--- src/rtl/fire_anim_ctrl_if.sv ---
// Control bundle between movement logic and the sprite animation sequencer.
// The master drives per-frame intent; the slave (fire_anim_ctrl) returns renderer controls.
interface fire_anim_ctrl_if;
    logic       frame_start;
    logic       freeze;
    logic       left_key;
    logic       right_key;
    logic [1:0] animation_frame;
    logic       left_moving;
    logic       right_moving;
    logic       facing_left;
    logic       walking;

    modport master (
        output frame_start, freeze, left_key, right_key,
        input  animation_frame, left_moving, right_moving, facing_left, walking
    );

    modport slave (
        input  frame_start, freeze, left_key, right_key,
        output animation_frame, left_moving, right_moving, facing_left, walking
    );
endinterface

--- src/rtl/fire_anim_ctrl.sv ---
// Player sprite animation sequencer; updates only on unfrozen frame_start pulses.
// Optional macro ANIM_PINGPONG_EN selects a bouncing walk sequence instead of wrapping.
module fire_anim_ctrl #(
    parameter int FRAME_HOLD = 6,
    parameter int NUM_FRAMES = 3
) (
    input  logic             vga_clk,
    input  logic             reset_n,
    fire_anim_ctrl_if.slave  bus
);

    typedef enum logic [0:0] {
        ST_IDLE = 1'b0,
        ST_WALK = 1'b1
    } state_t;

    localparam logic [5:0] HOLD_LAST  = 6'(FRAME_HOLD - 1);
    localparam logic [1:0] FRAME_LAST = 2'(NUM_FRAMES - 1);

    state_t     state_r;
    logic [1:0] frame_r;
    logic [5:0] hold_r;
    logic       facing_left_r;
    logic       left_moving_r;
    logic       right_moving_r;
    logic       walking_r;

    logic       update_s;
    logic       dir_left_s;
    logic       dir_right_s;
    logic       dir_any_s;
    logic       reversed_s;

`ifdef ANIM_PINGPONG_EN
    logic       dir_up_r;

    // Returns {next_dir_up, next_frame}; turns around at either end of the row.
    function automatic logic [2:0] bounce_next(input logic [1:0] f, input logic up);
        logic [2:0] res;
        if (up) begin
            if (f >= FRAME_LAST) begin
                res = {1'b0, FRAME_LAST - 2'd1};
            end else begin
                res = {1'b1, f + 2'd1};
            end
        end else begin
            if (f == 2'd0) begin
                res = {1'b1, 2'd1};
            end else begin
                res = {1'b0, f - 2'd1};
            end
        end
        return res;
    endfunction
`else
    function automatic logic [1:0] wrap_next(input logic [1:0] f);
        logic [1:0] res;
        if (f >= FRAME_LAST) begin
            res = 2'd0;
        end else begin
            res = f + 2'd1;
        end
        return res;
    endfunction
`endif

    assign update_s    = bus.frame_start & ~bus.freeze;
    assign dir_left_s  = bus.left_key & ~bus.right_key;
    assign dir_right_s = bus.right_key & ~bus.left_key;
    assign dir_any_s   = dir_left_s | dir_right_s;
    assign reversed_s  = (dir_left_s & ~facing_left_r) | (dir_right_s & facing_left_r);

    // Sequencer FSM: state, pose, hold count and registered renderer controls.
    always_ff @(posedge vga_clk or negedge reset_n) begin
        if (!reset_n) begin
            state_r        <= ST_IDLE;
            frame_r        <= 2'd0;
            hold_r         <= 6'd0;
            facing_left_r  <= 1'b0;
            left_moving_r  <= 1'b0;
            right_moving_r <= 1'b0;
            walking_r      <= 1'b0;
`ifdef ANIM_PINGPONG_EN
            dir_up_r       <= 1'b1;
`endif
        end else if (update_s) begin
            case (state_r)
                ST_IDLE: begin
                    if (dir_any_s) begin
                        state_r        <= ST_WALK;
                        frame_r        <= 2'd0;
                        hold_r         <= 6'd0;
                        facing_left_r  <= dir_left_s;
                        left_moving_r  <= dir_left_s;
                        right_moving_r <= dir_right_s;
                        walking_r      <= 1'b1;
`ifdef ANIM_PINGPONG_EN
                        dir_up_r       <= 1'b1;
`endif
                    end else begin
                        state_r <= ST_IDLE;
                    end
                end
                ST_WALK: begin
                    if (!dir_any_s) begin
                        // Facing is kept so the idle sprite stays mirrored correctly.
                        state_r        <= ST_IDLE;
                        frame_r        <= 2'd0;
                        hold_r         <= 6'd0;
                        left_moving_r  <= 1'b0;
                        right_moving_r <= 1'b0;
                        walking_r      <= 1'b0;
                    end else if (reversed_s) begin
                        frame_r        <= 2'd0;
                        hold_r         <= 6'd0;
                        facing_left_r  <= ~facing_left_r;
                        left_moving_r  <= ~facing_left_r;
                        right_moving_r <= facing_left_r;
`ifdef ANIM_PINGPONG_EN
                        dir_up_r       <= 1'b1;
`endif
                    end else if (hold_r >= HOLD_LAST) begin
                        hold_r <= 6'd0;
`ifdef ANIM_PINGPONG_EN
                        {dir_up_r, frame_r} <= bounce_next(frame_r, dir_up_r);
`else
                        frame_r <= wrap_next(frame_r);
`endif
                    end else begin
                        hold_r <= hold_r + 6'd1;
                    end
                end
                default: begin
                    state_r        <= ST_IDLE;
                    frame_r        <= 2'd0;
                    hold_r         <= 6'd0;
                    left_moving_r  <= 1'b0;
                    right_moving_r <= 1'b0;
                    walking_r      <= 1'b0;
`ifdef ANIM_PINGPONG_EN
                    dir_up_r       <= 1'b1;
`endif
                end
            endcase
        end
    end

    assign bus.animation_frame = frame_r;
    assign bus.left_moving     = left_moving_r;
    assign bus.right_moving    = right_moving_r;
    assign bus.facing_left     = facing_left_r;
    assign bus.walking         = walking_r;

endmodule

--- src/flat_wrapper.sv ---
// flat-port wrapper written by rule: the top's interface ports become plain ports
module fire_anim_ctrl_flat 
#(
    parameter int FRAME_HOLD = 6,
    parameter int NUM_FRAMES = 3
)
  (vga_clk, reset_n, bus_frame_start, bus_freeze, bus_left_key, bus_right_key, bus_animation_frame, bus_left_moving, bus_right_moving, bus_facing_left, bus_walking);
  fire_anim_ctrl_if bus_i ();
  input  logic vga_clk;
  input  logic reset_n;
  input wire logic [$bits(bus_i.frame_start)-1:0] bus_frame_start;
  input wire logic [$bits(bus_i.freeze)-1:0] bus_freeze;
  input wire logic [$bits(bus_i.left_key)-1:0] bus_left_key;
  input wire logic [$bits(bus_i.right_key)-1:0] bus_right_key;
  output wire logic [$bits(bus_i.animation_frame)-1:0] bus_animation_frame;
  output wire logic [$bits(bus_i.left_moving)-1:0] bus_left_moving;
  output wire logic [$bits(bus_i.right_moving)-1:0] bus_right_moving;
  output wire logic [$bits(bus_i.facing_left)-1:0] bus_facing_left;
  output wire logic [$bits(bus_i.walking)-1:0] bus_walking;
  assign bus_i.frame_start = bus_frame_start;
  assign bus_i.freeze = bus_freeze;
  assign bus_i.left_key = bus_left_key;
  assign bus_i.right_key = bus_right_key;
  assign bus_animation_frame = bus_i.animation_frame;
  assign bus_left_moving = bus_i.left_moving;
  assign bus_right_moving = bus_i.right_moving;
  assign bus_facing_left = bus_i.facing_left;
  assign bus_walking = bus_i.walking;
  fire_anim_ctrl #(.FRAME_HOLD(FRAME_HOLD), .NUM_FRAMES(NUM_FRAMES)) u_core (.vga_clk(vga_clk), .reset_n(reset_n), .bus(bus_i));
endmodule
--- config.mk ---
export PLATFORM = sky130hd
export DESIGN_NAME = fire_anim_ctrl_flat
export DESIGN_NICKNAME = d
export VERILOG_FILES = /design/src/rtl/fire_anim_ctrl_if.sv /design/src/rtl/fire_anim_ctrl.sv /design/src/flat_wrapper.sv
export SDC_FILE = /design/constraint.sdc
export NUM_CORES = 1
export LEC_CHECK = 0
export ABC_AREA = 1
export BUFFER_PORTS_ARGS = -buffer_cell sky130_fd_sc_hd__buf_2
export CORE_ASPECT_RATIO = 0.75
export CORE_MARGIN = 2
export CORE_UTILIZATION = 41
export DETAILED_ROUTE_END_ITERATION = 8
export SLEW_MARGIN = 0
export SYNTH_ARGS = -nofsm -noshare
export SYNTH_HDL_FRONTEND = slang
export SYNTH_SLANG_ARGS = --single-unit
--- constraint.sdc ---
create_clock -name vga_clk -period 3.03 [get_ports vga_clk]
set_input_delay 0.606 -clock vga_clk [delete_from_list [all_inputs] [get_ports vga_clk]]
set_output_delay 0.606 -clock vga_clk [all_outputs]
set_load 0.05 [all_outputs]
Word level (Yosys, flattened, before mapping)
Index checks and enable logic that the tools add are counted.
{ "word_totals": {"regBits": 13, "output_inout_bits": 6, "word_cells": 59} }
{ "classes": {"n_addsub": 2, "magnitude_cmp": 2, "eq_ne": 6, "n_mux": 25, "bitwise": 12, "n_reduce_logical": 5} }
{ "ops": {"columns": ["op", "count"], "rows": [
  ["$mux 6", 4],
  ["$pmux 6 s2", 1],
  ["$mux 1", 10],
  ["$mux 2", 5],
  ["$reduce_and 3->1", 3],
  ["$pmux 1 s2", 4],
  ["$add 6x1->6 const B", 1],
  ["$ge 6x3->1 const B", 1],
  ["$ne 2x2->1 const B", 3],
  ["$and 1x1->1", 5],
  ["$not 1->1", 5],
  ["$ne 4x4->1 const B", 1],
  ["$pmux 2 s2", 1],
  ["$reduce_and 4->1", 1],
  ["$ne 3x3->1 const B", 1],
  ["$add 2x1->2 const B", 1],
  ["$ge 2x2->1 const B", 1],
  ["$ne 2x1->1 const B", 1],
  ["$or 1x1->1", 2],
  ["$reduce_and 2->1", 1]
]} }

Logic depth before layout (Yosys ltp)
Gate-level depths: netlist of run 1.
{ "logic_depth": {"ltp_word": 7, "ltp_mapped": 10, "depth_no_buf": 10} }

Least setup slack after synthesis of run 1
Ideal clock, no wire load.
{ "synth_timing": {"kind": "input -> register", "start": "in bus_right_key", "end": "reg u_core.facing_left_r (netlist: u_core.bus.facing_left)", "setup_ns": 0.123, "arrival_time_ns": 1.707, "required_time_ns": 2.907, "setup_slack_ns": 1.200, "cell_stages": 9, "n_path_buf": 0, "path_cell_list": "inv_1 > ha_1 > ha_1 > inv_2 > nand2_1 > nor2_1 > o21ai_1 > nand2_1 > o21ai_1"} }
{ "synth_via": {"elab_chain_len": 6, "word_cells_on_any_way": 13} }
{ "synth_lines": {"columns": ["item", "line_no", "text"], "rows": [
  ["from (decl)", "flat_wrapper.sv:14", "input wire logic [$bits(bus_i.right_key)-1:0] bus_right_key;"],
  ["$not 1->1", "fire_anim_ctrl.sv:68", "assign dir_left_s = bus.left_key & ~bus.right_key;"],
  ["$and 1x1->1", "fire_anim_ctrl.sv:68", null],
  ["$and 1x1->1", "fire_anim_ctrl.sv:71", "assign reversed_s = (dir_left_s & ~facing_left_r) | (dir_right_s & facing_left_r);"],
  ["$or 1x1->1", "fire_anim_ctrl.sv:71", null],
  ["$ne 2x2->1 (no source line)", null, null],
  ["$reduce_and 4->1 (no source line)", null, null],
  ["to (signal assigned)", "fire_anim_ctrl.sv:93", "facing_left_r <= dir_left_s;"],
  ["to (signal assigned)", "fire_anim_ctrl.sv:116", "facing_left_r <= ~facing_left_r;"],
  ["to (decl)", "fire_anim_ctrl.sv:23", "logic facing_left_r;"]
]} }
Parallel ways exist; a longest one is shown, timed or not. The select of a mux whose other input is x is not followed.
A chain may end at the register's enable or synchronous reset.

Worst setup path in the final report of run 1
Ends and elaborated chain as after synthesis.

==> flow_summary.ini, run 1 <==
[run_status]
outcome = complete, no violations

[final_layout]
syn_to_final_growth_pct = 13.11
fin_cells = 148
drive_gt1_share_pct = 27.42
nets = 139
diodes = 0
fill_cells = 214

[floorplan]
rows = 14
chipWidth_um = 56.56
initial_utilization_pct = 42.92
boundaryPins = 12
fp.dieH_um = 43.42
fp.coreArea_um2 = 1979
die_area_um2 = 2456

[pwr]
p_leak_nw = 0.5204
ir_drop_uv = 401.9
power_frac_comb_pct = 39.6
p_switching_w = 0.0002519
p_total_w = 0.0005620
clkPwrFrac_pct = 19.4
power.density_nw_per_um2 = 584.9
seq_power_share_pct = 41.0
intPower_w = 0.0003101
switching_share_pct = 44.82

[synthesis]
netlist_area_um2 = 849.6
ys_ff_latch = 13
syn-instance-count = 109
synth_cell_type_count = 19
syn_nets = 123
synth_warnings = 0
avgSynthCellArea_um2 = 7.794
synth_seq_area_share_pct = 38.29

[grt]
grt_max_degree = 14
grt_pass1_vias = 605
antenna_found_initial = 0
track_usage_pct = 15.59
grt-ovfl-total = 0
grt_pass1_wl_um = 2849

[place]
globalplace.congestion = 0.7887
place_inst = 144
io_buffers = 11
dp_slack_ns = 1.000
dpl.hpwl_um = 1201

[clock_tree]
cts.sinks = 13
clock_latency_ns = 0.28
tritoncts = done
post_cts.repair.setup_buffers = 0
clk_pin_slew_ns = 0.08
cts_buffer_depth = 2
cts_buffers = 3
holdBufCountCts = 0
cts-htree-levels = 1
cts_root_buffer = clkbuf_4
cts_resized = 0

[routing]
vias = 696
drt_iter0_markers = 14
drc = 0
routedWlPerCell_um = 10.47
ant_nets = 0
first_pass_iters = 4
wl_um = 1549
vias_per_cell = 4.703

[timing]
fin_crit_ns = 1.743
finalClockSkew_ns = 0.007958
relSlewSlack_pct = 78.97
hold_viol = 0
final.period_utilization_pct = 57.53
worst_pin_slew_ns = 0.3155
max_freq_mhz = 573.7
fin_ws_ns = 1.287
grt_setup_unrepaired = false
timing.hold.ws_ns = 0.2021
finalSetupViolCount = 0
slew_viol_final = 0
setup_tns_ns = 0

[worst_setup_path]
r2r_slack_ns = 1.47
rr_worst_depth = 8
crit_path_start_kind = input port
reg2reg_from = u_core.state_r
cp.required_ns = 3.20
path_class = input port to register
r2r-end = u_core.bus.facing_left
arrival_ns = 1.91
cp-end-kind = register
crit_fanout = 6

[job]
maxCapViolCount = 0

[worst_hold_path]
min_path_type = input port to async pin
critical path, stage by stage:
cell     delay, ns
buf_2         0.09
inv_1         0.04
ha_1          0.35
ha_1          0.31
inv_2         0.07
nand2_1       0.12
nor2_1        0.12
o21ai_1       0.09
nand2_1       0.06
o21ai_1       0.06
power groups by stage:
stage | registers (W) | logic, W | clock network (W)
after floorplan | 0.000307 | 0.0000966 | 0
after global placement | 0.000232 | 0.000223 | 0
after detailed placement | 0.000234 | 0.000224 | 0
after CTS | 0.000231 | 0.000225 | 0.000116
after global routing | 0.000237 | 0.000247 | 0.000126
final | 0.000230 | 0.000223 | 0.000109
final cells by class:
cell class                 instances  area, µm²  area share (%)
inverter                          22      82.58           8.594
timing repair buffer              11      55.05           5.729
multi-input combinational         74      441.7           45.96
tap                               24      30.03           3.125
clock buffer                       4      26.28           2.734
sequential                        13      325.3           33.85
logic make-up (layout without fill, tap and decap cells):
logic type | after synthesis | after routing | share of synthesized area, %
DFF | 13 | 13 | 38.29
and+or+nand+nor | 50 | 50 | 29.01
AOI/OAI and AO/OA | 16 | 16 | 11.19
adders and majority gates | 8 | 8 | 11.78
buffers and inverters | 22 | 37 | 9.720
stage by stage:
stage | utilization [%] | area [µm²]
finish | 48.55 | 960.9
global route | 48.55 | 960.9
CTS | 48.55 | 960.9
detailed placement | 47.22 | 934.6
global placement | 47.22 | 934.6
floorplan | - | 849.6
metal layers:
layer | wire length [µm] | GRT usage, % | vias up
met3 | 84 | 6.269 | 2
met1 | 782 | 22.43 | 306
met5 | 0 | 0 | -
li1 | - | - | 370
met2 | 668 | 20.93 | 18
met4 | 13 | 5.714 | 0
cell usage in the layout, fill, tap and decap left out:
cell      Yosys  final
dfrtp_1      13     13
a31oi_1       1      1
nand3_1       6      6
inv_1        16     16
nand4_1       2      2
nor2_2        3      3
inv_2         6      6
o21ai_0       4      4
nand2_2       6      6
a21oi_1       2      2
nand2_1      25     25
o21ai_1       5      5
a21oi_2       1      1
o21ai_2       2      2
o21bai_1      1      1
buf_2         0     11
ha_1          8      8
clkbuf_4      0      3
nor2_4        1      1
nor2_1        6      6
clkbuf_1      0      1
nor2_8        1      1
Yosys cell counts:
cell	instances	area, µm²
nand2_1	25	93.84
inv_1	16	60.06
dfrtp_1	13	325.3
ha_1	8	100.1
inv_2	6	22.52
nand2_2	6	37.54
nand3_1	6	30.03
nor2_1	6	22.52
o21ai_1	5	25.02
o21ai_0	4	20.02
nor2_2	3	18.77
a21oi_1	2	10.01
nand4_1	2	12.51
o21ai_2	2	17.52
a21oi_2	1	8.760
a31oi_1	1	6.260
nor2_4	1	11.26
nor2_8	1	20.02
o21bai_1	1	7.510
registers in the layout, summed over array words and instances, names as in the netlist:
signal                      flops
u_core.bus.animation_frame      2
u_core.bus.left_moving          1
u_core.bus.walking              1
u_core.state_r                  1
u_core.bus.facing_left          1
u_core.bus.right_moving         1
u_core.hold_r                   6
worst max path at each step:
| stage | startpoint | slack [ns] | endpoint | depth (start not counted) |
|---|---|---|---|---|
| after floorplan | bus_right_key | 1.20 | u_core.bus.facing_left | 9 |
| after global placement | bus_right_key | 1.06 | u_core.bus.facing_left | 10 |
| after detailed placement | bus_right_key | 1.00 | u_core.bus.facing_left | 10 |
| after CTS | bus_right_key | 1.30 | u_core.bus.facing_left | 10 |
| after global routing | bus_right_key | 1.19 | u_core.bus.facing_left | 10 |
| final | bus_right_key | 1.29 | u_core.bus.facing_left | 10 |
Note: power is estimated with default switching activity, not from simulation.
==> run 2: changes to the inputs <==
==> constraint.sdc (replaced) <==
create_clock -name vga_clk -period 1.45 [get_ports vga_clk]
set_input_delay 0.29 -clock vga_clk [delete_from_list [all_inputs] [get_ports vga_clk]]
set_output_delay 0.29 -clock vga_clk [all_outputs]
set_load 0.05 [all_outputs]
==> flow_summary.ini, run 2 (synthesized netlist as in run 1, its figures left out) <==
[place]
globalplace.congestion = 0.8355
io_buffers = 11
dp_slack_ns = -0.07500
dpl.hpwl_um = 1251

[pwr]
power.density_nw_per_um2 = 1168
ir_drop_uv = 696.7
p_leak_nw = 0.5506
p_total_w = 0.001191

[floorplan]
initial_utilization_pct = 42.92
fp.coreArea_um2 = 1979
fp.dieH_um = 43.42
rows = 14
die_area_um2 = 2456
chipWidth_um = 56.56
boundaryPins = 12

[timing]
grt_setup_unrepaired = false
final.period_utilization_pct = 91.99
fin_crit_ns = 1.334
slew_viol_final = 0
worst_pin_slew_ns = 0.3055
finalSetupViolCount = 0
hold_viol = 0
fin_ws_ns = 0.1161
relSlewSlack_pct = 79.63
finalClockSkew_ns = 0.003067
max_freq_mhz = 749.7

[routing]
vias = 717
drc = 0
wl_um = 1543
vias_per_cell = 4.626
drt_iter0_markers = 10
first_pass_iters = 4
routedWlPerCell_um = 9.955
ant_nets = 0

[worst_setup_path]
crit_path_start_kind = register
crit_family = flip-flops
critical_path.max_stage_delay_ns = 0.46
path_class = register to output pin
arrival_ns = 1.04
cp-end-kind = output pin
cp.required_ns = 1.16
cp_num_buf_inv = 1
path_cells = buf_2
crit_fanout = 7
slowest_stage = dfrtp_1

[clock_tree]
clock_latency_ns = 0.27
cts-htree-levels = 1
cts_buffers = 3
cts.sinks = 13
cts_root_buffer = clkbuf_4
tritoncts = done
clk_pin_slew_ns = 0.08
cts_buffer_depth = 2

[grt]
grt_max_degree = 14
antenna_found_initial = 0
grt_pass1_wl_um = 2711
track_usage_pct = 14.69
grt-ovfl-total = 0
grt_pass1_vias = 602

[final_layout]
drive_gt1_share_pct = 32.06
syn_to_final_growth_pct = 20.03
largest_reg_flops = 6
nets = 146
diodes = 0
layout_common_cells = 25 x nand2_1, 16 x inv_1, 12 x dfrtp_1
largest-register = u_core.hold_r
final_common_cell = nand2_1

[worst_hold_path]
min_path_type = input port to register

[job]
maxCapViolCount = 0

[run_status]
outcome = complete, no violations
[run 2: changes by cell type in the layout (fill, tap and decap cells not counted)]
cell           delta
dfrtp_2           +1
dfrtp_1           -1
dlygate4sd3_1     +1
ha_2              +1
ha_1              -1
buf_4             +6
[run 2: layer usage]
layer | part of all wire, % | track usage [%]
met5 | 0 | 0
met4 | 0.71 | 5.714
met3 | 7.1 | 5.373
met2 | 40 | 21.16
met1 | 52 | 20.19
[run 2: where the power goes]
part | switching (W) | internal (W)
Clock | 0.000113 | 0.000107
Combinational | 0.000354 | 0.000143
Sequential | 0.0000546 | 0.000420
[run 2: through the flow]
step / area, µm² / std cells / TNS (ns) / util, % / hold slack (ns)
floorplan: 852.1 / 109 / 0 / - / -0.005591
finish: 1020 / 155 / 0 / 51.52 / 0.3282
detailed placement: 982.2 / 150 / -0.4253 / 49.62 / 0.2026
CTS: 1018 / 155 / 0 / 51.45 / 0.3225
global placement: 982.2 / 150 / -0.2459 / 49.62 / 0.1940
global route: 1020 / 155 / 0 / 51.52 / 0.3278
[run 2: path summary, 6_finish.rpt]
kind	start	end	slack, ns	depth (start not counted)
max	u_core.bus.facing_left	bus_facing_left	0.12	1
min	bus_freeze	u_core.bus.walking	0.33	4
max reg2reg	u_core.hold_r[1]	u_core.bus.animation_frame[1]	0.14	9
min reg2reg	u_core.hold_r[4]	u_core.hold_r[4]	0.47	2
max in group asynchronous	reset_n	u_core.hold_r[0]	0.77	2
min in group asynchronous	reset_n	u_core.bus.walking	0.43	2
[run 2: layout make-up]
class	count	area, µm²
fill	199	959.7
clock buffer	4	26.28
tap	24	30.03
timing repair buffer	18	110.1
sequential	13	326.6
multi-input combinational	74	444.2
inverter	22	82.58
[run 2: what timing repair did]
action / 4_1_cts / 5_1_grt
buffers inserted: 0 / 0
resized for setup: 0 / 1
hold buffers: 1 / 0
hold endpoints to repair: 13 / 0
setup endpoints to repair: 0 / 1
==> run 3: changes to the inputs <==
--- a/config.mk
+++ b/config.mk
@@ -11,6 +11,7 @@
 export CORE_MARGIN = 2
 export CORE_UTILIZATION = 41
 export DETAILED_ROUTE_END_ITERATION = 8
+export RECOVER_POWER = 100
 export SLEW_MARGIN = 0
 export SYNTH_ARGS = -nofsm -noshare
 export SYNTH_HDL_FRONTEND = slang
==> flow_summary.ini, run 3 (synthesized netlist as in run 1, its figures left out) <==
[worst_setup_path]
crit_fanout = 7
path_cells = clkbuf_2
cp-end-kind = output pin
path_class = register to output pin
arrival_ns = 1.06
crit_path_start_kind = register
critical_path.max_stage_delay_ns = 0.46
cp_num_buf_inv = 1
crit_family = flip-flops
cp.required_ns = 1.16
slowest_stage = dfrtp_1

[grt]
grt-ovfl-total = 0
grt_pass1_wl_um = 2711
track_usage_pct = 14.69
antenna_found_initial = 0
grt_pass1_vias = 602
grt_max_degree = 14

[timing]
grt_setup_unrepaired = false
relSlewSlack_pct = 51.56
fin_crit_ns = 1.346
max_freq_mhz = 742.9
fin_ws_ns = 0.1040
worst_pin_slew_ns = 0.7265
hold_viol = 0
slew_viol_final = 0
finalClockSkew_ns = 0.003186
finalSetupViolCount = 0
final.period_utilization_pct = 92.83

[run_status]
outcome = complete, no violations

[clock_tree]
tritoncts = done
cts.sinks = 13
clock_latency_ns = 0.27
clk_pin_slew_ns = 0.08
cts-htree-levels = 1
cts_root_buffer = clkbuf_4
cts_buffers = 3
cts_buffer_depth = 2

[final_layout]
diodes = 0
nets = 146
largest_reg_flops = 6
fill_cells = 205
fin_cells = 155
largest-register = u_core.hold_r
final_common_cell = nand2_1
layout_common_cells = 27 x nand2_1, 16 x inv_1, 12 x dfrtp_1
drive_gt1_share_pct = 28.24
syn_to_final_growth_pct = 18.56
final_core_util_pct = 50.89

[place]
globalplace.congestion = 0.8355
dp_slack_ns = -0.07500
io_buffers = 11
place_inst = 150
dpl.hpwl_um = 1251

[floorplan]
fp.coreArea_um2 = 1979
rows = 14
die_area_um2 = 2456
initial_utilization_pct = 42.92
fp.dieH_um = 43.42
chipWidth_um = 56.56
boundaryPins = 12

[routing]
met2_length_um = 629
first_pass_iters = 4
wl_um = 1542
routedWlPerCell_um = 9.948
top_layer_used = met4
wl_met1_um = 825
drt_iter0_markers = 9
drc = 0
vias = 729
vias_per_cell = 4.703
ant_nets = 0
wl_met3_um = 76

[job]
maxCapViolCount = 0

[worst_hold_path]
min_path_type = input port to register

[pwr]
intPower_w = 0.0006646
ir_drop_uv = 697.0
switching_share_pct = 43.76
clkPwrFrac_pct = 18.5
seq_power_share_pct = 40.3
power_frac_comb_pct = 41.2
power.density_nw_per_um2 = 1173
p_leak_nw = 0.5451
p_total_w = 0.001182
p_switching_w = 0.0005172
## run 3: area by class of cell
type,instances,area [µm²],share of cell area (%)
sequential,13,326.6,32.42
tap,24,30.03,2.981
timing repair buffer,18,108.9,10.81
clock buffer,4,26.28,2.609
inverter,22,82.58,8.199
multi-input combinational,74,432.9,42.98
## run 3: final timing paths
path                                              from                            end  slack, ns  cells after the start
worst max-delay path            u_core.bus.facing_left                bus_facing_left       0.10                      1
worst min-delay path                        bus_freeze             u_core.bus.walking       0.33                      4
worst max register to register        u_core.hold_r[1]  u_core.bus.animation_frame[1]       0.14                      9
worst min register to register        u_core.hold_r[4]               u_core.hold_r[4]       0.47                      2
max in group asynchronous                      reset_n               u_core.hold_r[0]       0.36                      2
min in group asynchronous                      reset_n             u_core.bus.walking       0.58                      2
## run 3: power by group through the flow
stage | sequential [W] | combinational [W] | clock [W]
CTS | 0.000474 | 0.000501 | 0.000233
floorplan | 0.000642 | 0.000203 | 0
global placement | 0.000477 | 0.000497 | 0
global route | 0.000487 | 0.000532 | 0.000253
finish | 0.000476 | 0.000487 | 0.000219
detailed placement | 0.000480 | 0.000498 | 0
## run 3: through the flow
stage	TNS (ns)	area [µm²]	hold WS, ns
5_1_grt	0	1007	0.3278
3_5_place_dp	-0.4253	982.2	0.2026
2_1_floorplan	0	852.1	-0.005591
3_3_place_gp	-0.2459	982.2	0.1940
4_1_cts	0	1018	0.3225
6_report	0	1007	0.3293
## run 3: repair_timing
action	in CTS	in global routing
endpoints found under the setup margin	0	1
setup buffers	0	0
hold endpoints to repair	13	0
resized for setup	0	1
hold buffers	1	0
## run 3: routing by layer
| layer | vias up | track usage [%] |
|---|---|---|
| met2 | 15 | 21.16 |
| li1 | 386 | - |
| met5 | - | 0 |
| met4 | 0 | 5.714 |
| met1 | 326 | 20.19 |
| met3 | 2 | 5.373 |
